[src/rtl/dut_input_frame_buffer.sv]
// Write-side frame buffer: captures chip-select/write-enable words into a FIFO and
// releases only complete FRAME_LEN-word frames as a valid/ready stream. Optional FRAME_CHECKSUM_EN.
module dut_input_frame_buffer #(
   parameter int DEPTH     = 16,
   parameter int FRAME_LEN = 8
) (
   input  logic                                     clk,
   input  logic                                     reset,
   input  logic                                     chip_sel,
   input  logic                                     wr_en,
   input  logic [15:0]                              DATA_BUS,
   input  logic                                     clear,
   output logic [15:0]                              out_data,
   output logic                                     out_valid,
   input  logic                                     out_ready,
   output logic                                     out_last,
   output logic                                     overflow,
   output logic [$clog2(DEPTH/FRAME_LEN+1):0]       frames_pending
`ifdef FRAME_CHECKSUM_EN
   ,
   output logic [15:0]                              out_checksum,
   output logic                                     checksum_valid
`endif
);

   localparam int AW  = (DEPTH > 1) ? $clog2(DEPTH) : 1;
   localparam int CW  = $clog2(DEPTH + 1);
   localparam int IW  = (FRAME_LEN > 1) ? $clog2(FRAME_LEN) : 1;
   localparam int FPW = $clog2(DEPTH/FRAME_LEN+1) + 1;

   typedef enum logic {
      ST_IDLE   = 1'b0,
      ST_STREAM = 1'b1
   } state_t;

   logic [15:0]    r_mem [DEPTH];
   logic [AW-1:0]  r_wr_ptr;
   logic [AW-1:0]  r_rd_ptr;
   logic [CW-1:0]  r_count;
   logic [IW-1:0]  r_wr_idx;
   logic [IW-1:0]  r_rd_idx;
   logic [FPW-1:0] r_frames_pending;
   logic           r_overflow;
   state_t         r_state;
   state_t         w_state_next;

   logic w_wr_req;
   logic w_full;
   logic w_wr_acc;
   logic w_rd_acc;
   logic w_frame_done;
   logic w_last_acc;
   logic w_stream;
   logic w_last_beat;

   // Fullness is judged on the count before the edge, so a same-edge read never frees a slot.
   assign w_full       = (r_count == CW'(DEPTH));
   assign w_wr_req     = chip_sel & wr_en & ~clear;
   assign w_wr_acc     = w_wr_req & ~w_full;
   assign w_stream     = (r_state == ST_STREAM);
   assign w_last_beat  = (r_rd_idx == IW'(FRAME_LEN - 1));
   assign w_rd_acc     = w_stream & out_ready;
   assign w_frame_done = w_wr_acc & (r_wr_idx == IW'(FRAME_LEN - 1));
   assign w_last_acc   = w_rd_acc & w_last_beat;

   always_ff @(posedge clk) begin
      if (w_wr_acc) begin
         r_mem[r_wr_ptr] <= DATA_BUS;
      end
   end

   // An empty FIFO presents zero rather than stale memory contents.
   assign out_data       = (r_count != '0) ? r_mem[r_rd_ptr] : 16'h0000;
   assign overflow       = r_overflow;
   assign frames_pending = r_frames_pending;

   always_ff @(posedge clk or negedge reset) begin
      if (!reset) begin
         r_wr_ptr <= '0;
         r_rd_ptr <= '0;
         r_count  <= '0;
         r_wr_idx <= '0;
         r_rd_idx <= '0;
      end else if (clear) begin
         r_wr_ptr <= '0;
         r_rd_ptr <= '0;
         r_count  <= '0;
         r_wr_idx <= '0;
         r_rd_idx <= '0;
      end else begin
         if (w_wr_acc) begin
            r_wr_ptr <= (r_wr_ptr == AW'(DEPTH - 1)) ? '0 : r_wr_ptr + AW'(1);
            r_wr_idx <= (r_wr_idx == IW'(FRAME_LEN - 1)) ? '0 : r_wr_idx + IW'(1);
         end
         if (w_rd_acc) begin
            r_rd_ptr <= (r_rd_ptr == AW'(DEPTH - 1)) ? '0 : r_rd_ptr + AW'(1);
            r_rd_idx <= w_last_beat ? '0 : r_rd_idx + IW'(1);
         end
         case ({w_wr_acc, w_rd_acc})
            2'b10:   r_count <= r_count + CW'(1);
            2'b01:   r_count <= r_count - CW'(1);
            default: r_count <= r_count;
         endcase
      end
   end

   always_ff @(posedge clk or negedge reset) begin
      if (!reset) begin
         r_frames_pending <= '0;
         r_overflow       <= 1'b0;
      end else if (clear) begin
         r_frames_pending <= '0;
         r_overflow       <= 1'b0;
      end else begin
         if (chip_sel & wr_en & w_full) begin
            r_overflow <= 1'b1;
         end
         case ({w_frame_done, w_last_acc})
            2'b10:   r_frames_pending <= r_frames_pending + FPW'(1);
            2'b01:   r_frames_pending <= r_frames_pending - FPW'(1);
            default: r_frames_pending <= r_frames_pending;
         endcase
      end
   end

   always_ff @(posedge clk or negedge reset) begin
      if (!reset) begin
         r_state <= ST_IDLE;
      end else begin
         r_state <= w_state_next;
      end
   end

   // Leaving STREAM on the last beat always costs one IDLE cycle before the next frame.
   always_comb begin
      w_state_next = r_state;
      out_valid    = 1'b0;
      out_last     = 1'b0;
      case (r_state)
         ST_IDLE: begin
            if (r_frames_pending != '0) begin
               w_state_next = ST_STREAM;
            end
         end
         ST_STREAM: begin
            out_valid = 1'b1;
            out_last  = w_last_beat;
            if (w_last_acc) begin
               w_state_next = ST_IDLE;
            end
         end
         default: w_state_next = ST_IDLE;
      endcase
      if (clear) begin
         w_state_next = ST_IDLE;
      end
   end

`ifdef FRAME_CHECKSUM_EN
   logic [15:0] r_accum;
   logic [15:0] r_checksum;
   logic        r_checksum_valid;

   assign out_checksum   = r_checksum;
   assign checksum_valid = r_checksum_valid;

   always_ff @(posedge clk or negedge reset) begin
      if (!reset) begin
         r_accum          <= '0;
         r_checksum       <= '0;
         r_checksum_valid <= 1'b0;
      end else if (clear) begin
         r_accum          <= '0;
         r_checksum       <= '0;
         r_checksum_valid <= 1'b0;
      end else begin
         r_checksum_valid <= 1'b0;
         if (w_last_acc) begin
            r_checksum       <= r_accum + out_data;
            r_checksum_valid <= 1'b1;
            r_accum          <= '0;
         end else if (w_rd_acc) begin
            r_accum <= r_accum + out_data;
         end
      end
   end
`endif

endmodule

[config.mk]
export PLATFORM = sky130hd
export DESIGN_NAME = dut_input_frame_buffer
export DESIGN_NICKNAME = d
export VERILOG_FILES = /design/src/rtl/dut_input_frame_buffer.sv
export SDC_FILE = /design/constraint.sdc
export NUM_CORES = 1
export LEC_CHECK = 0
export CAP_MARGIN = 20
export CORE_UTILIZATION = 30
export CTS_CLUSTER_SIZE = 30
export DETAILED_ROUTE_END_ITERATION = 12
export GPL_TIMING_DRIVEN = 0
export SYNTH_ARGS = -nofsm -noshare
export SYNTH_HDL_FRONTEND = slang
export SYNTH_SLANG_ARGS = --single-unit
[constraint.sdc]
create_clock -name clk -period 2.67 [get_ports clk]
set_input_delay 0.801 -clock clk [delete_from_list [all_inputs] [get_ports clk]]
set_output_delay 0.801 -clock clk [all_outputs]
set_load 0.1 [all_outputs]
# --- After elaboration in Yosys (flattened, before gate mapping) ---
# Memory sizes are Yosys's and may differ from the RTL's.
# Index checks and enable logic that the tools add are counted.
totals:
  reg_bits: 24
  out_inout_bits: 22
  word_cells: 70
  in_bits: 22
  ram_bits: 256
  mem_count: 1
memory_table:
  columns: ["name", "words", "width", "rd", "rd_clocked_by_memory_dff", "wr", "line", "source"]
  rows:
  - ["r_mem", 16, 16, 1, 0, 1, "36", "logic [15:0] r_mem [DEPTH];"]
classes:
  addsub: 8
  n_mux: 27
  n_bitwise: 10
  n_eq_ne: 9
  reduce_logical: 7
op_table:
  columns: ["op", "n"]
  rows:
  - ["$mux 4", 6]
  - ["$mux 3", 7]
  - ["$mux 16", 1]
  - ["$pmux 5 s2", 1]
  - ["$add 3x1->3 const B", 3]
  - ["$mux 1", 9]
  - ["$reduce_bool 3->1", 3]
  - ["$add 4x1->4 const B", 2]
  - ["$eq 4x4->1 const B", 2]
  - ["$and 1x1->1", 7]
  - ["$eq 3x3->1 const B", 2]
  - ["$pmux 3 s2", 1]
  - ["$reduce_bool 2->1", 3]
  - ["$add 5x1->5 const B", 1]
  - ["$eq 5x5->1 const B", 1]
  - ["$mux 5", 1]
  - ["$reduce_bool 5->1", 1]
  - ["$sub 5x1->5 const B", 1]
  - ["$eq 2x1->1 const B", 2]
  - ["$eq 2x2->1 const B", 2]
  - ["$not 1->1", 3]
  - ["$sub 3x1->3 const B", 1]
  - ["$pmux 1 s2", 1]

# --- Depth between registers and ports, before layout ---
# Gate-level depths: netlist (run 1).
depth:
  word_depth: 7
  depth_mapped: 9
  depth_no_buf: 9

# --- Least setup slack after synthesis (run 1) ---
# Ideal clock, no wire load.
synth_path:
  kind: "reg-to-output"
  start: "reg r_rd_ptr[0]"
  end: "out out_data[5]"
  required_time_ns: 1.869
  path_stages_with_launch: 7
  arrival_time_ns: 2.813
  path_slack_ns: -0.944
  path_cell_list: "dfrtp_1 clkbuf_1 buf_2 buf_4 mux4_2 mux2i_1 o22ai_1"
synth_between:
  elab_chain_cells: 2
synth_lines:
  columns: ["item", "line", "source"]
  rows:
  - ["from (decl)", "38", "logic [AW-1:0] r_rd_ptr;"]
  - ["from (signal assigned)", "96", "r_rd_ptr <= (r_rd_ptr == AW'(DEPTH - 1)) ? '0 : r_rd_ptr + AW'(1);"]
  - ["$mem_v2 16x16", null, null]
  - ["$mux 16", "73", "assign out_data = (r_count != '0) ? r_mem[r_rd_ptr] : 16'h0000;"]
  - ["to (decl)", "13", "output logic [15:0] out_data,"]
# No other way between the ends.

# --- Worst setup path after layout (run 1) ---
layout_path:
  start: "reg r_rd_ptr[0]"
  end: "out out_data[0]"
# Same word-level chain as after synthesis.

==> results.toml, run 1 <==
[pwr]
switchingPower_w = 0.001993
swShare = 0.2142
clkPwrFrac = 0.424
internal_power_w = 0.007314
ir_drop_mv = 0.5285
powerDensity_nw_per_um2 = 642.1
combPwrFrac = 0.058
totalPowerFinal_w = 0.009308
p_leak_nw = 4.580
seq_power_share = 0.517

[clock_network]
cts.sinks = 280
cts-root-buf = "clkbuf_16"
clock_path_buffers = 3
hold_buffers = 0
clk_latency_ns = 0.56
cts_buffers = 28
h-tree-depth = 1
clk_pin_slew_ns = 0.06
cts_tree = "yes"

[outcome]
status = "finished, violations left"
violations = "negative setup slack"

[critical_path]
cp_common_cell = "buf_12"
crit_chain = "buf_12 > buf_12 > mux4_2 > mux2i_4 > o22ai_4 > buf_12"
worstPathRequired_ns = 1.87
startpoint_type = "register"
crit_path_end_kind = "output pin"
critPathTopFamily = "multiplexers"
crit_slowest_cell = "mux4_2"
worstSetupPathType = "register to output pin"
cp_data_arrival_time_ns = 2.41
crit_buf_inv = 3
critPathMaxStageDelay_ns = 0.56
worstSetupStartpoint = "r_rd_ptr[0]"
r2r_start = "r_count[2]"
cp_max_fo = 10

[floorplanning]
dieArea_sq_um = 38700
start_util = 0.3078
fp.dieH_um = 196.7
num_rows = 70
core_sq_um = 36960
ios = 44
die_w_um = 196.7

[layout]
instances_no_fill = 1199
num_antenna_cells = 0
areaGrowthSynthToFinish_pct = 27.42
drive_gt1_frac = 0.3626
n_fill_cell = 3335
utilization = 0.3922
final_nets = 708

[global_routing]
grt-ovfl-total = 0
grt_pass1_wl_mm = 38.43
grt.total_usage = 0.1345
grt_pass1_vias = 6158
grt_max_degree = 17
antenna_found_initial = 0

[place]
post-place-ws_ns = -1.380
hpwl_mm = 14.76
place_inst = 1129
routabilityCongestion = 0.7723
io_buffers = 43

[yosys]
yosysUniqueCellTypes = 55
netlist_instances = 581
synth_warnings = 0
netlist_area_sq_um = 11380
synth_nets = 615
ys_seq_elements = 280
synth_edf_count = 256
synth-async-reset-ratio = 0.08571
syn_avg_cell_area_sq_um = 19.58
seq_area_frac_synth = 0.7286
yosys_most_used_dff = "edfxtp_1"

[sta]
setup_viol = 16
tns_ns = -8.148
min_period_over_period = 1.203
layout_setup_ws_ns = -0.5419
worst_pin_slew_ns = 0.9721
skew_ns = 0.01387
slew_viol_final = 0
fmax_mhz = 311.3
rsz0062_at_grt = "true"
relSlewSlack = 0.3545
final_hold_viol_count = 0
min_period_ns = 3.212

[min_path]
hold_class = "register to register"
hold_start = "overflow"

[routing]
totalWireLength_mm = 25.13
wl_per_cell_um = 20.96
postRouteAntennaNets = 0
first_iter_violations = 426
num_vias = 5739
via_per_inst = 4.786
drc = 0
first_pass_iters = 4

[run]
maxCapViolCount = 0
[cell usage after synthesis, drive strengths merged, types with 5 or more instances]
| cell | count | area, sq um |
|---|---|---|
| a21oi | 9 | 45.04 |
| and2 | 5 | 31.28 |
| and3 | 16 | 100.1 |
| buf | 18 | 92.58 |
| clkbuf | 13 | 48.80 |
| dfrtp | 24 | 600.6 |
| edfxtp | 256 | 7687 |
| ha | 11 | 137.6 |
| inv | 9 | 33.78 |
| mux2i | 35 | 350.3 |
| mux4 | 64 | 1441 |
| nand2 | 16 | 60.06 |
| nand2b | 5 | 31.28 |
| nor2 | 22 | 82.58 |
| o21ai | 7 | 38.79 |
| o22ai | 17 | 112.6 |
[placed cells by master (no fill, tap or decap), types with 4 or more instances in the layout]
cell type / count
clkbuf_2: 5
nand2_1: 15
clkinv_1: 5
nand3_1: 4
dfrtp_2: 6
inv_1: 8
a21oi_1: 9
clkdlybuf4s50_1: 20
nand2b_1: 5
and2_1: 5
bufinv_16: 4
and3_4: 12
and3_2: 4
mux2i_1: 6
buf_6: 4
clkbuf_1: 8
o21ai_0: 6
mux2i_4: 13
buf_8: 7
edfxtp_1: 256
mux2i_2: 16
mux4_2: 64
nor2_1: 22
clkinv_2: 8
dfrtp_1: 17
ha_1: 10
o22ai_4: 16
clkbuf_16: 28
buf_4: 18
buf_12: 22
[metal layers]
metal | global-route usage | vias up | part of all wire
met5 | 0 | - | 0
met4 | 0.04048 | 0 | 0.021
met3 | 0.01916 | 32 | 0.041
met2 | 0.2285 | 123 | 0.50
met1 | 0.1788 | 3002 | 0.44
li1 | - | 2582 | -
[state kept, by name, summed over array words and instances (netlist names), 3 cells and up]
signal          cells
r_wr_ptr            4
r_mem             256
r_wr_idx            3
frames_pending      3
r_rd_idx            3
r_rd_ptr            4
r_count             5
[cells by family (layout without fill, tap and decap cells)]
group	Yosys count	in the layout	share of synthesized area
adders and majority gates	12	12	0.01386
buffers and inverters	40	154	0.01540
xor gates and xnor gates	5	5	0.004510
and+or+nand+nor	86	86	0.04114
muxes	101	101	0.1595
DFF	280	280	0.7286
AOI/OAI and AO/OA	57	57	0.03707
[final timing paths]
kind | endpoint | slack (ns) | cells after the start
setup reg to reg | r_count[4] | 0.04 | 10
setup / recovery | out_data[0] | -0.54 | 6
min in group asynchronous | r_state | 0.64 | 1
max in group asynchronous | r_rd_ptr[0] | 1.53 | 2
hold reg to reg | overflow | 0.51 | 2
hold / removal | overflow | 0.51 | 2
[stage by stage]
| step | hold WS, ns | instance area, sq um |
|---|---|---|
| global route | 0.5293 | 14500 |
| finish | 0.5087 | 14500 |
| floorplan | 0.5036 | 11650 |
| detailed placement | 0.4956 | 12740 |
| global placement | 0.5018 | 12710 |
| CTS | 0.5038 | 14230 |
[what timing repair did]
action,CTS,global route
setup endpoints to repair,280,214
endpoints found under the hold margin,0,0
setup buffers,13,8
pin swaps,4,8
cloned,1,0
resized for setup,249,38
[worst register-to-register path, stage by stage, from the launching register on]
cell	delay, ns
dfrtp_2	0.40
or4_4	0.59
buf_6	0.15
o22a_4	0.21
buf_12	0.13
xnor2_1	0.11
ha_1	0.25
o31ai_1	0.31
nand3_1	0.13
o32ai_1	0.12
nand4b_1	0.16
[power by group through the flow]
stage | registers (W) | clock network (W) | logic [W]
after floorplan | 0.00491 | 0 | 0.000294
after global placement | 0.00491 | 0 | 0.000460
after detailed placement | 0.00491 | 0 | 0.000468
after CTS | 0.00481 | 0.00404 | 0.000521
after global routing | 0.00481 | 0.00420 | 0.000569
final | 0.00482 | 0.00395 | 0.000542
[area by class of cell]
type | instances | area [sq um] | share of cell area
sequential | 280 | 8299 | 0.5725
multi-input combinational | 261 | 3471 | 0.2394
timing repair buffer | 66 | 845.8 | 0.05835
clock buffer | 32 | 715.7 | 0.04937
tap | 504 | 630.6 | 0.04350
buffer | 28 | 279.0 | 0.01925
clock inverter | 19 | 217.7 | 0.01502
inverter | 9 | 36.28 | 0.002503
Note: power is estimated with default switching activity, not from simulation.
==> inputs of run 2 (changes only) <==
--- a/config.mk
+++ b/config.mk
@@ -5,8 +5,10 @@
 export SDC_FILE = /design/constraint.sdc
 export NUM_CORES = 1
 export LEC_CHECK = 0
+export ABC_CLOCK_PERIOD_IN_PS = 2670
 export CAP_MARGIN = 20
 export CORE_UTILIZATION = 30
+export CTS_BUF_LIST = sky130_fd_sc_hd__clkbuf_4 sky130_fd_sc_hd__clkbuf_8 sky130_fd_sc_hd__clkbuf_16
 export CTS_CLUSTER_SIZE = 30
 export DETAILED_ROUTE_END_ITERATION = 12
 export GPL_TIMING_DRIVEN = 0
==> results.toml, run 2 (same netlist as run 1, synthesis figures left out) <==
[outcome]
status = "finished, violations left"
violations = "negative setup slack"

[floorplanning]
ios = 44
fp.dieH_um = 196.7
dieArea_sq_um = 38700
start_util = 0.3078
core_sq_um = 36960
num_rows = 70
die_w_um = 196.7

[place]
place_inst = 1129
io_buffers = 43
hpwl_mm = 14.76
routabilityCongestion = 0.7723
post-place-ws_ns = -1.380
placed_area_sq_um = 12740

[critical_path]
startpoint_type = "register"
worstSetupPathType = "register to output pin"
cp_max_fo = 10
worstPathRequired_ns = 1.87
crit_path_end_kind = "output pin"
cp_data_arrival_time_ns = 2.41
r2r_start = "r_count[2]"
timing.rr.end = "r_count[4]"
rr_worst_depth = 10
r2r_slack_ns = 0.04

[min_path]
hold_class = "register to register"
whs_endpoint = "overflow"
hold_start = "overflow"
holdPathStages = 2

[global_routing]
grt_pass1_vias = 6144
grt-ovfl-total = 0
grt_max_degree = 17
grt.total_usage = 0.1346
grt_pass1_wl_mm = 38.45
antenna_found_initial = 0

[sta]
slew_viol_final = 0
rsz0062_at_grt = "true"
hold_ws_ns = 0.5087
relSlewSlack = 0.3546
layout_setup_ws_ns = -0.5443
fmax_mhz = 311.1
final_hold_viol_count = 0
min_period_over_period = 1.204
setup_viol = 16
min_period_ns = 3.214
worst_pin_slew_ns = 0.9719
skew_ns = 0.01305

[clock_network]
cts-root-buf = "clkbuf_16"
clock_path_buffers = 3
cts_buffers = 28
clk_latency_ns = 0.56
cts_tree = "yes"
h-tree-depth = 1
clk_pin_slew_ns = 0.06
cts.sinks = 280

[routing]
postRouteAntennaNets = 0
first_iter_violations = 470
num_vias = 5790
wl_per_cell_um = 20.98
totalWireLength_mm = 25.16
first_pass_iters = 4
via_per_inst = 4.829
drc = 0

[layout]
fin_area_sq_um = 14510
final_common_cell = "edfxtp_1"
drive_gt1_frac = 0.3683
areaGrowthSynthToFinish_pct = 27.55
final_nets = 708
instances_no_fill = 1199
reg.largest.list = "r_mem x256, r_count x5"
num_antenna_cells = 0
layout_common_cells = "edfxtp_1 (256), mux4_2 (64), clkbuf_16 (28)"
top_register = "r_mem"
largest_reg_flops = 256

[pwr]
totalPowerFinal_w = 0.009350
powerDensity_nw_per_um2 = 644.4
ir_drop_mv = 0.5282
p_leak_nw = 4.594

[run]
maxCapViolCount = 0
-- run 2: cell count changes in the layout (fill, tap and decap cells not counted) --
| cell | before | now |
|---|---|---|
| clkbuf_4 | 2 | 6 |
| clkbuf_1 | 8 | 4 |
-- run 2: cell type report --
cell class / count / area (sq um)
Clock inverter: 19 / 217.7
Timing Repair Buffer: 66 / 845.8
Clock buffer: 32 / 730.7
Fill cell: 3328 / 22450
Sequential cell: 280 / 8299
Tap cell: 504 / 630.6
Multi-Input combinational cell: 261 / 3471
Inverter: 9 / 36.28
Buffer: 28 / 279.0
-- run 2: worst max-delay path by stage --
stage	startpoint	to	slack (ns)	cells after the start
CTS	r_rd_ptr[0]	out_data[14]	-0.58	5
detailed placement	r_rd_ptr[1]	out_data[15]	-1.38	6
global route	r_rd_ptr[0]	out_data[0]	-0.61	6
floorplan	r_count[0]	out_data[10]	-0.06	4
finish	r_rd_ptr[0]	out_data[0]	-0.54	6
global placement	r_rd_ptr[1]	out_data[0]	-1.37	6
-- run 2: where the power goes --
part,internal (W),switching (W)
clock network,0.00236,0.00164
registers,0.00481,0.00000978
logic,0.000192,0.000349
total,0.00735,0.00200
-- run 2: worst max-delay path, cell delays in order (launching register included) --
cell and delay (ns):
dfrtp_2 0.49, buf_12 0.17, buf_12 0.16, mux4_2 0.55, mux2i_4 0.18, o22ai_4 0.11
buf_12 0.18
-- run 2: timing repair --
item | in CTS | in global routing
gates resized for setup | 249 | 38
pin swaps | 4 | 8
hold buffers | 0 | 0
buffers inserted | 13 | 8
gates cloned | 1 | 0
setup endpoints to repair | 280 | 214
-- run 2: metal layers --
metal | global-route usage | wire length, um | vias up
met3 | 0.01899 | 1205 | 34
met5 | 0 | 0 | -
li1 | - | - | 2578
met2 | 0.2282 | 12510 | 135
met1 | 0.1796 | 10890 | 3043
met4 | 0.04020 | 550 | 0
-- run 2: metrics by stage --
stage,utilization,TNS (ns)
after floorplan,-,-0.6171
after global placement,0.3440,-255.70
after detailed placement,0.3447,-256.39
after CTS,0.3853,-8.673
after global routing,0.3926,-9.544
final,0.3926,-8.279
==> inputs of run 3 (changes only) <==
--- a/config.mk
+++ b/config.mk
@@ -12,6 +12,7 @@
 export CTS_CLUSTER_SIZE = 30
 export DETAILED_ROUTE_END_ITERATION = 12
 export GPL_TIMING_DRIVEN = 0
+export MAX_ROUTING_LAYER = met4
 export SYNTH_ARGS = -nofsm -noshare
 export SYNTH_HDL_FRONTEND = slang
 export SYNTH_SLANG_ARGS = --single-unit
==> results.toml, run 3 (same netlist as run 1, synthesis figures left out) <==
[run]
maxCapViolCount = 0

[sta]
fmax_mhz = 311.4
skew_ns = 0.01743
setup_viol = 16
worst_pin_slew_ns = 0.9721
layout_setup_ws_ns = -0.5416
final_hold_viol_count = 0
relSlewSlack = 0.3545
min_period_over_period = 1.203
slew_viol_final = 0
min_period_ns = 3.212
rsz0062_at_grt = "true"

[layout]
num_antenna_cells = 0
layout_common_cells = "edfxtp_1 (256), mux4_2 (64), clkbuf_16 (28)"
n_fill_cell = 3328
areaGrowthSynthToFinish_pct = 27.55
top_register = "r_mem"
drive_gt1_frac = 0.3683
largest_reg_flops = 256
instances_no_fill = 1199
final_common_cell = "edfxtp_1"
reg.largest.list = "r_mem x256, r_count x5"
final_nets = 708

[routing]
via_per_inst = 4.819
num_vias = 5778
first_iter_violations = 474
first_pass_iters = 6
postRouteAntennaNets = 0
wl_per_cell_um = 21.03
drc = 0
totalWireLength_mm = 25.21

[pwr]
p_leak_nw = 4.594
ir_drop_mv = 0.5328
powerDensity_nw_per_um2 = 644.2

[critical_path]
crit_buf_inv = 3
crit_slowest_cell = "mux4_2"
cp_max_fo = 10
worstPathRequired_ns = 1.87
startpoint_type = "register"
critPathTopFamily = "multiplexers"
crit_path_end_kind = "output pin"
cp_data_arrival_time_ns = 2.41
crit_chain = "buf_12 > buf_12 > mux4_2 > mux2i_4 > o22ai_4 > buf_12"
critPathMaxStageDelay_ns = 0.56
worstSetupPathType = "register to output pin"
cp_common_cell = "buf_12"

[global_routing]
antenna_found_initial = 0
grt.total_usage = 0.1389
grt_pass1_vias = 6129
grt-ovfl-total = 0
grt_pass1_wl_mm = 38.49
grt_max_degree = 17

[floorplanning]
ios = 44
dieArea_sq_um = 38700
start_util = 0.3078
num_rows = 70
fp.dieH_um = 196.7
core_sq_um = 36960
die_w_um = 196.7

[clock_network]
h-tree-depth = 1
clock_path_buffers = 3
cts_tree = "yes"
hold_buffers = 0
cts-root-buf = "clkbuf_16"
clk_pin_slew_ns = 0.06
cts.sinks = 280
cts_buffers = 28
clk_latency_ns = 0.56

[place]
post-place-ws_ns = -1.380
routabilityCongestion = 0.7828
place_inst = 1129
hpwl_mm = 14.76
io_buffers = 43

[outcome]
violations = "negative setup slack"
status = "finished, violations left"

[min_path]
hold_class = "register to register"
==> run 3: cell counts in the layout (fill, tap and decap cells not counted) <==
No cell type changed its count.
==> run 3: metrics by stage <==
step | util | power [W] | hold WS [ns] | area [sq um] | TNS, ns
floorplan | - | 0.005201 | 0.5036 | 11650 | -0.6171
global placement | 0.3440 | 0.005370 | 0.5018 | 12710 | -255.70
detailed placement | 0.3447 | 0.005379 | 0.4956 | 12740 | -256.39
CTS | 0.3853 | 0.009416 | 0.5038 | 14240 | -8.673
global route | 0.3926 | 0.009626 | 0.5295 | 14510 | -9.542
finish | 0.3926 | 0.009347 | 0.5089 | 14510 | -8.148
==> run 3: final timing paths <==
kind	from	to	slack [ns]	cells past startpoint
hold reg to reg	overflow	overflow	0.51	2
min in group asynchronous	reset	r_state	0.63	1
hold / removal	overflow	overflow	0.51	2
max in group asynchronous	reset	r_rd_ptr[0]	1.53	2
setup / recovery	r_rd_ptr[0]	out_data[0]	-0.54	6
setup reg to reg	r_count[2]	r_count[4]	0.03	10
==> run 3: layout make-up <==
cell class | count | area (sq um) | share of cell area
sequential | 280 | 8299 | 0.5720
multi-input combinational | 261 | 3471 | 0.2392
timing repair buffer | 66 | 845.8 | 0.05829
clock buffer | 32 | 730.7 | 0.05036
tap | 504 | 630.6 | 0.04346
buffer | 28 | 279.0 | 0.01923
clock inverter | 19 | 217.7 | 0.01500
inverter | 9 | 36.28 | 0.002501
==> run 3: report_power, final <==
part	total, W	switching, W	leakage (nW)	internal, W
logic	0.000541	0.000349	1.50	0.000192
registers	0.00482	0.00000971	2.62	0.00481
clock network	0.00399	0.00163	0.475	0.00236
total	0.00935	0.00199	4.59	0.00735
==> run 3: tightest hold or removal path, cell delays in order, from the launching register on <==
cell and delay, ns:
dfrtp_1 0.35, a31oi_1 0.05, nor2_1 0.07
==> run 3: per-layer routing <==
| layer | up-vias | share of wire | track usage |
|---|---|---|---|
| li1 | 2583 | - | - |
| met1 | 3025 | 0.43 | 0.1802 |
| met2 | 133 | 0.50 | 0.2284 |
| met3 | 37 | 0.050 | 0.01865 |
| met4 | 0 | 0.021 | 0.04020 |
| met5 | - | 0 | - |
==> run 3: repair_timing <==
item | 4_1_cts | 5_1_grt
resized for setup | 249 | 38
pin swaps | 4 | 8
setup buffers | 13 | 8
endpoints found under the setup margin | 280 | 214
gates cloned | 1 | 0
